### src/rtl/gcm_pkg.sv
// Shared definitions for the GCM result path: block/result widths, streamer
// state encoding and the words-per-result helper.
package gcm_pkg;

  localparam int unsigned GCM_BLK_W = 128;
  localparam int unsigned GCM_RES_W = 512;

  typedef enum logic {
    IDLE   = 1'b0,
    STREAM = 1'b1
  } state_t;

  // Number of output words needed to carry one 512-bit result
  function automatic int unsigned nwords(input int unsigned out_w);
    return GCM_RES_W / out_w;
  endfunction

endpackage

### src/rtl/gcm_result_streamer.sv
// Captures the GCM core's 512-bit result (ct1, ct2, ct3, tag) on the rising
// edge of core_done and streams it MSB-first as OUT_W-bit words over
// valid/ready. Optional tag comparison is enabled by defining GCM_TAG_CHECK_EN.
module gcm_result_streamer
  import gcm_pkg::*;
#(
  parameter int unsigned OUT_W = 32
) (
  input  logic                 clk,
  input  logic                 rst,
  input  logic                 core_done,
  input  logic [GCM_BLK_W-1:0] ciphertext1,
  input  logic [GCM_BLK_W-1:0] ciphertext2,
  input  logic [GCM_BLK_W-1:0] ciphertext3,
  input  logic [GCM_BLK_W-1:0] tag,
  output logic                 m_valid,
  input  logic                 m_ready,
  output logic [OUT_W-1:0]     m_data,
  output logic                 m_last,
  output logic                 busy,
  output logic                 overrun
`ifdef GCM_TAG_CHECK_EN
  ,
  input  logic [GCM_BLK_W-1:0] exp_tag,
  output logic                 auth_valid,
  output logic                 auth_ok
`endif
);

  localparam int unsigned NWORDS = nwords(OUT_W);
  localparam int unsigned CNT_W  = $clog2(NWORDS);
  localparam logic [CNT_W-1:0] LAST_IDX = CNT_W'(NWORDS - 1);

  // Reject unsupported word widths at elaboration
  generate
    if (!(OUT_W == 32 || OUT_W == 64 || OUT_W == 128)) begin : g_bad_out_w
      $fatal(1, "gcm_result_streamer: OUT_W must be 32, 64 or 128");
    end
  endgenerate

  state_t                        state;
  logic                          done_q;
  logic [CNT_W-1:0]              cnt;
  logic [NWORDS-1:0][OUT_W-1:0]  res_buf;
  logic [NWORDS-1:0][OUT_W-1:0]  res_in;
  logic [CNT_W-1:0]              cnt_nxt;
  logic                          cap;

  // Word NWORDS-1 of the packed view is the MSB end (ciphertext1 top bits)
  assign res_in  = {ciphertext1, ciphertext2, ciphertext3, tag};
  assign cap     = core_done & ~done_q;
  assign cnt_nxt = CNT_W'(cnt + 1'b1);

  // Edge detect, capture buffer and stream FSM with registered outputs
  always_ff @(posedge clk) begin
    if (rst) begin
      state      <= IDLE;
      done_q     <= 1'b0;
      cnt        <= '0;
      res_buf    <= '0;
      m_valid    <= 1'b0;
      m_data     <= '0;
      m_last     <= 1'b0;
      busy       <= 1'b0;
      overrun    <= 1'b0;
`ifdef GCM_TAG_CHECK_EN
      auth_valid <= 1'b0;
      auth_ok    <= 1'b0;
`endif
    end else begin
      done_q  <= core_done;
      overrun <= 1'b0;
`ifdef GCM_TAG_CHECK_EN
      auth_valid <= 1'b0;
`endif
      case (state)
        IDLE: begin
          if (cap) begin
            res_buf <= res_in;
            m_valid <= 1'b1;
            m_data  <= res_in[NWORDS-1];
            m_last  <= 1'b0;
            cnt     <= '0;
            busy    <= 1'b1;
            state   <= STREAM;
`ifdef GCM_TAG_CHECK_EN
            auth_valid <= 1'b1;
            auth_ok    <= (tag == exp_tag);
`endif
          end
        end
        STREAM: begin
          // A new result while the buffer is occupied (including the final
          // handshake cycle) is dropped and flagged.
          overrun <= cap;
          if (m_valid && m_ready) begin
            if (cnt == LAST_IDX) begin
              m_valid <= 1'b0;
              m_last  <= 1'b0;
              busy    <= 1'b0;
              state   <= IDLE;
            end else begin
              cnt    <= cnt_nxt;
              m_data <= res_buf[LAST_IDX - cnt_nxt];
              m_last <= (cnt_nxt == LAST_IDX);
            end
          end
        end
        default: state <= IDLE;
      endcase
    end
  end

endmodule

### config.mk
export PLATFORM = sky130hd
export DESIGN_NAME = gcm_result_streamer
export DESIGN_NICKNAME = d
export VERILOG_FILES = /design/src/rtl/gcm_pkg.sv /design/src/rtl/gcm_result_streamer.sv
export SDC_FILE = /design/constraint.sdc
export NUM_CORES = 1
export LEC_CHECK = 0
export BUFFER_PORTS_ARGS = -buffer_cell sky130_fd_sc_hd__buf_4
export CORE_ASPECT_RATIO = 0.7
export CORE_MARGIN = 5
export CORE_UTILIZATION = 45
export DETAILED_ROUTE_END_ITERATION = 8
export PLACE_DENSITY = 0.69
export SETUP_SLACK_MARGIN = 0.5
export SLEW_MARGIN = 20
export SYNTH_ARGS = -nofsm -noshare
export SYNTH_HDL_FRONTEND = slang
export SYNTH_SLANG_ARGS = --single-unit
### constraint.sdc
create_clock -name clk -period 4.1 [get_ports clk]
set_input_delay 0.82 -clock clk [delete_from_list [all_inputs] [get_ports clk]]
set_output_delay 0.82 -clock clk [all_outputs]
set_load 0.01 [all_outputs]
==> metrics <==
Synthesized Nets=3,166; RR Startpoint=cnt[0]; post-layout minimum cycle time=2.93 ns; I/O Buffers=551; Final setup viols=0; Routed Antenna Nets=0; # Max-Cap Violations=0; DR iter-0 viols=2,277; row cnt=69; Comb pwr share=12.6%; Avg Synthesized Cell Area=8.66 um2; synthesized flop and latch total=553; Worst-path clk slew=0.07 ns; Hold WC Path Type=reg2reg; worst min-delay path endpoint=res_buf[464]; starting density of the core=45.3%; setup TNS=0 ns; total I/O pin count=552; core area=0.0506 mm2; initial antenna violation count=9; die area=0.0557 mm2; register area share after synthesis=48.3%; # fillers=4,557; critical path's top delay family=adder cells; CTS Buf Count=53; Worst Max-Slew Pin Slew=1.17 ns; R2R Path End=m_data[15]; Yosys Warn Count=0; most frequent cells in the layout=nand2_1, buf_4, dfxtp_1, a21oi_1, mux4_2; crit-path cells=inv_1, ha_4, buf_12, mux4_2, mux2_2, a222oi_1, a211oi_1; Critical Path Stages=7; Worst R2R Setup Slack=1.17 ns; worst path buffer plus inverter count=2; Worst-Skew Late Latency=0.60 ns; Inst Count DP=3,664; Longest Clk Path Bufs=3; CP max stage delay=0.69 ns; post-CTS setup buffer count=0; HPWL after detailed placement=56,700 um; Leak=11.5 nW; switching power=3.24 mW; fin crit share=71.3%; FF-to-FF path depth=7; Post-Route WL=79,200 um; final worst setup slack=1.17 ns; skew final=0.0243 ns; Avg WL per Cell=21.0 um; critical setup path kind=reg2reg; Post-Syn Instances=2,648; die width=280 um; vias in the first global route=20,500; maximum vdd drop=0.301 mV; first-pass GRT wire length=117,000 um; P_int=9.44 mW; Final Hold Fails=0; final std cells w/o fill=3,769; largest net degree at the start of global routing=255; Flop pwr share=46.4%; RSZ-0062 raised after global routing=false; CTS tree=built; status=complete, no violations; Global Route Usage Sum=26.8%; most common cell after layout, fill and taps aside=nand2_1; cell area power density=434 mW/mm2; DRC=0; hold path cells=2; Slew Limit Fails=0; global route overflow=0; clk root buf=clkbuf_16; Mapped Area=0.0229 mm2; synth unique cells=30; Max Freq=342 MHz; Initial DRT Pass Iterations=9; crit end category=register; Net Sw Frac=25.6%; Arr. time, crit path=3.37 ns; CP Launch Point=cnt[0]; die height=199 um; CTS H-tree lvls=2; Power Total=12.7 mW; share of layout cells above drive strength 1=28.0%; CP Max Fanout=55; GPL Wtd Cong=0.908; Resized Gates After CTS=0; Final Hold Slack=0.451 ns; via/cell ratio=5.53; Area growth syn-to-layout=27.3%; Hold-fix buffers, CTS=0; Max-slew headroom=21.7%; TritonCTS sink count=553; Clock power frac=41.0%; vias=20,800; # nets final=3,563; Critical Path Slowest Stage Cell=ha_4; DP Worst Slack=1.21 ns; Hold Crit Start=res_buf[464]; Startpoint Class=register; Critical Path RT=4.54 ns
[power groups by stage]
stage                     combinational, mW  sequential, mW  clock [mW]
final                                  1.60            5.89        5.20
after global routing                   1.75            5.91        5.52
after CTS                              1.61            5.88        5.27
after detailed placement               1.60            5.99           0
after global placement                 1.57            5.98           0
after floorplan                       0.853            5.93           0
[worst max-delay path by stage]
| stage | endpoint | slack [ns] |
|---|---|---|
| floorplan | m_data[22] | 1.23 |
| global placement | m_data[22] | 1.26 |
| detailed placement | m_data[15] | 1.21 |
| CTS | m_data[15] | 1.21 |
| global route | m_data[15] | 1.08 |
| finish | m_data[15] | 1.17 |
[logic make-up (layout without fill, tap and decap cells)]
group,count (synthesis),in the layout,synth area share [%]
fa+ha+maj,2,2,0.109
compound gates,585,585,13.8
xor+xnor,2,2,0.0764
buf+inv,233,674,4.18
other cells,0,6,0
simple gates,1081,1081,17.8
mux,192,192,15.7
flops,553,553,48.3
[layer usage]
| layer | up-vias | global-route usage [%] | wire length (um) |
|---|---|---|---|
| met2 | 771 | 45.4 | 38500 |
| met4 | 6 | 8.62 | 2620 |
| met3 | 136 | 5.30 | 6070 |
| li1 | 9802 | - | - |
| met1 | 10100 | 35.0 | 32000 |
| met5 | - | 0 | 44 |
[worst min-delay path, cell delays in order, from the launching register on]
cell and delay (ns):
dfxtp_1 0.31, nand2_1 0.05, a21oi_1 0.05
[state kept, by name, indices dropped and copies added, names as in the netlist]
name	cells
busy	1
cnt	4
done_q	1
m_data	32
m_last	1
overrun	1
res_buf	512
state	1
[stage by stage]
stage	instance area [um2]	util, %
final	29200	57.7
after global routing	29200	57.7
after CTS	29200	57.7
after detailed placement	27300	54.0
after global placement	27300	54.0
after floorplan	22900	-
[layout make-up]
cell class / instances / area [um2] / area share, %
well taps: 674 / 843 / 2.89
multi-input cells: 1862 / 11000 / 37.6
repair buffers: 572 / 4440 / 15.2
clock buffers: 67 / 1470 / 5.03
flip-flops and latches: 553 / 11100 / 37.9
clock inverters: 32 / 389 / 1.33
inverters: 3 / 11.3 / 0.0385
diodes: 6 / 15.0 / 0.0514
[Yosys cell counts (all sizes together)]
cell type	n	area (um2)
a222oi	32	320
nor3b	2	15.0
clkinv	1	3.75
nand3b	1	7.51
clkbuf	193	724
a41o	1	10.0
a31oi	2	12.5
dfxtp	553	11100
nor4b	1	8.76
and2	1	6.26
nor2	43	161
ha	2	25.0
nor2b	1	6.26
o21ai	2	10.0
a211oi	32	240
buf	37	224
xnor2	1	8.76
mux4	128	2880
nand2	1024	3840
nor3	2	10.0
inv	2	7.51
nand3	5	25.0
nand2b	1	6.26
xor2	1	8.76
a21oi	516	2580
mux2	64	721
No activity file was read; power rests on OpenSTA's default activity.
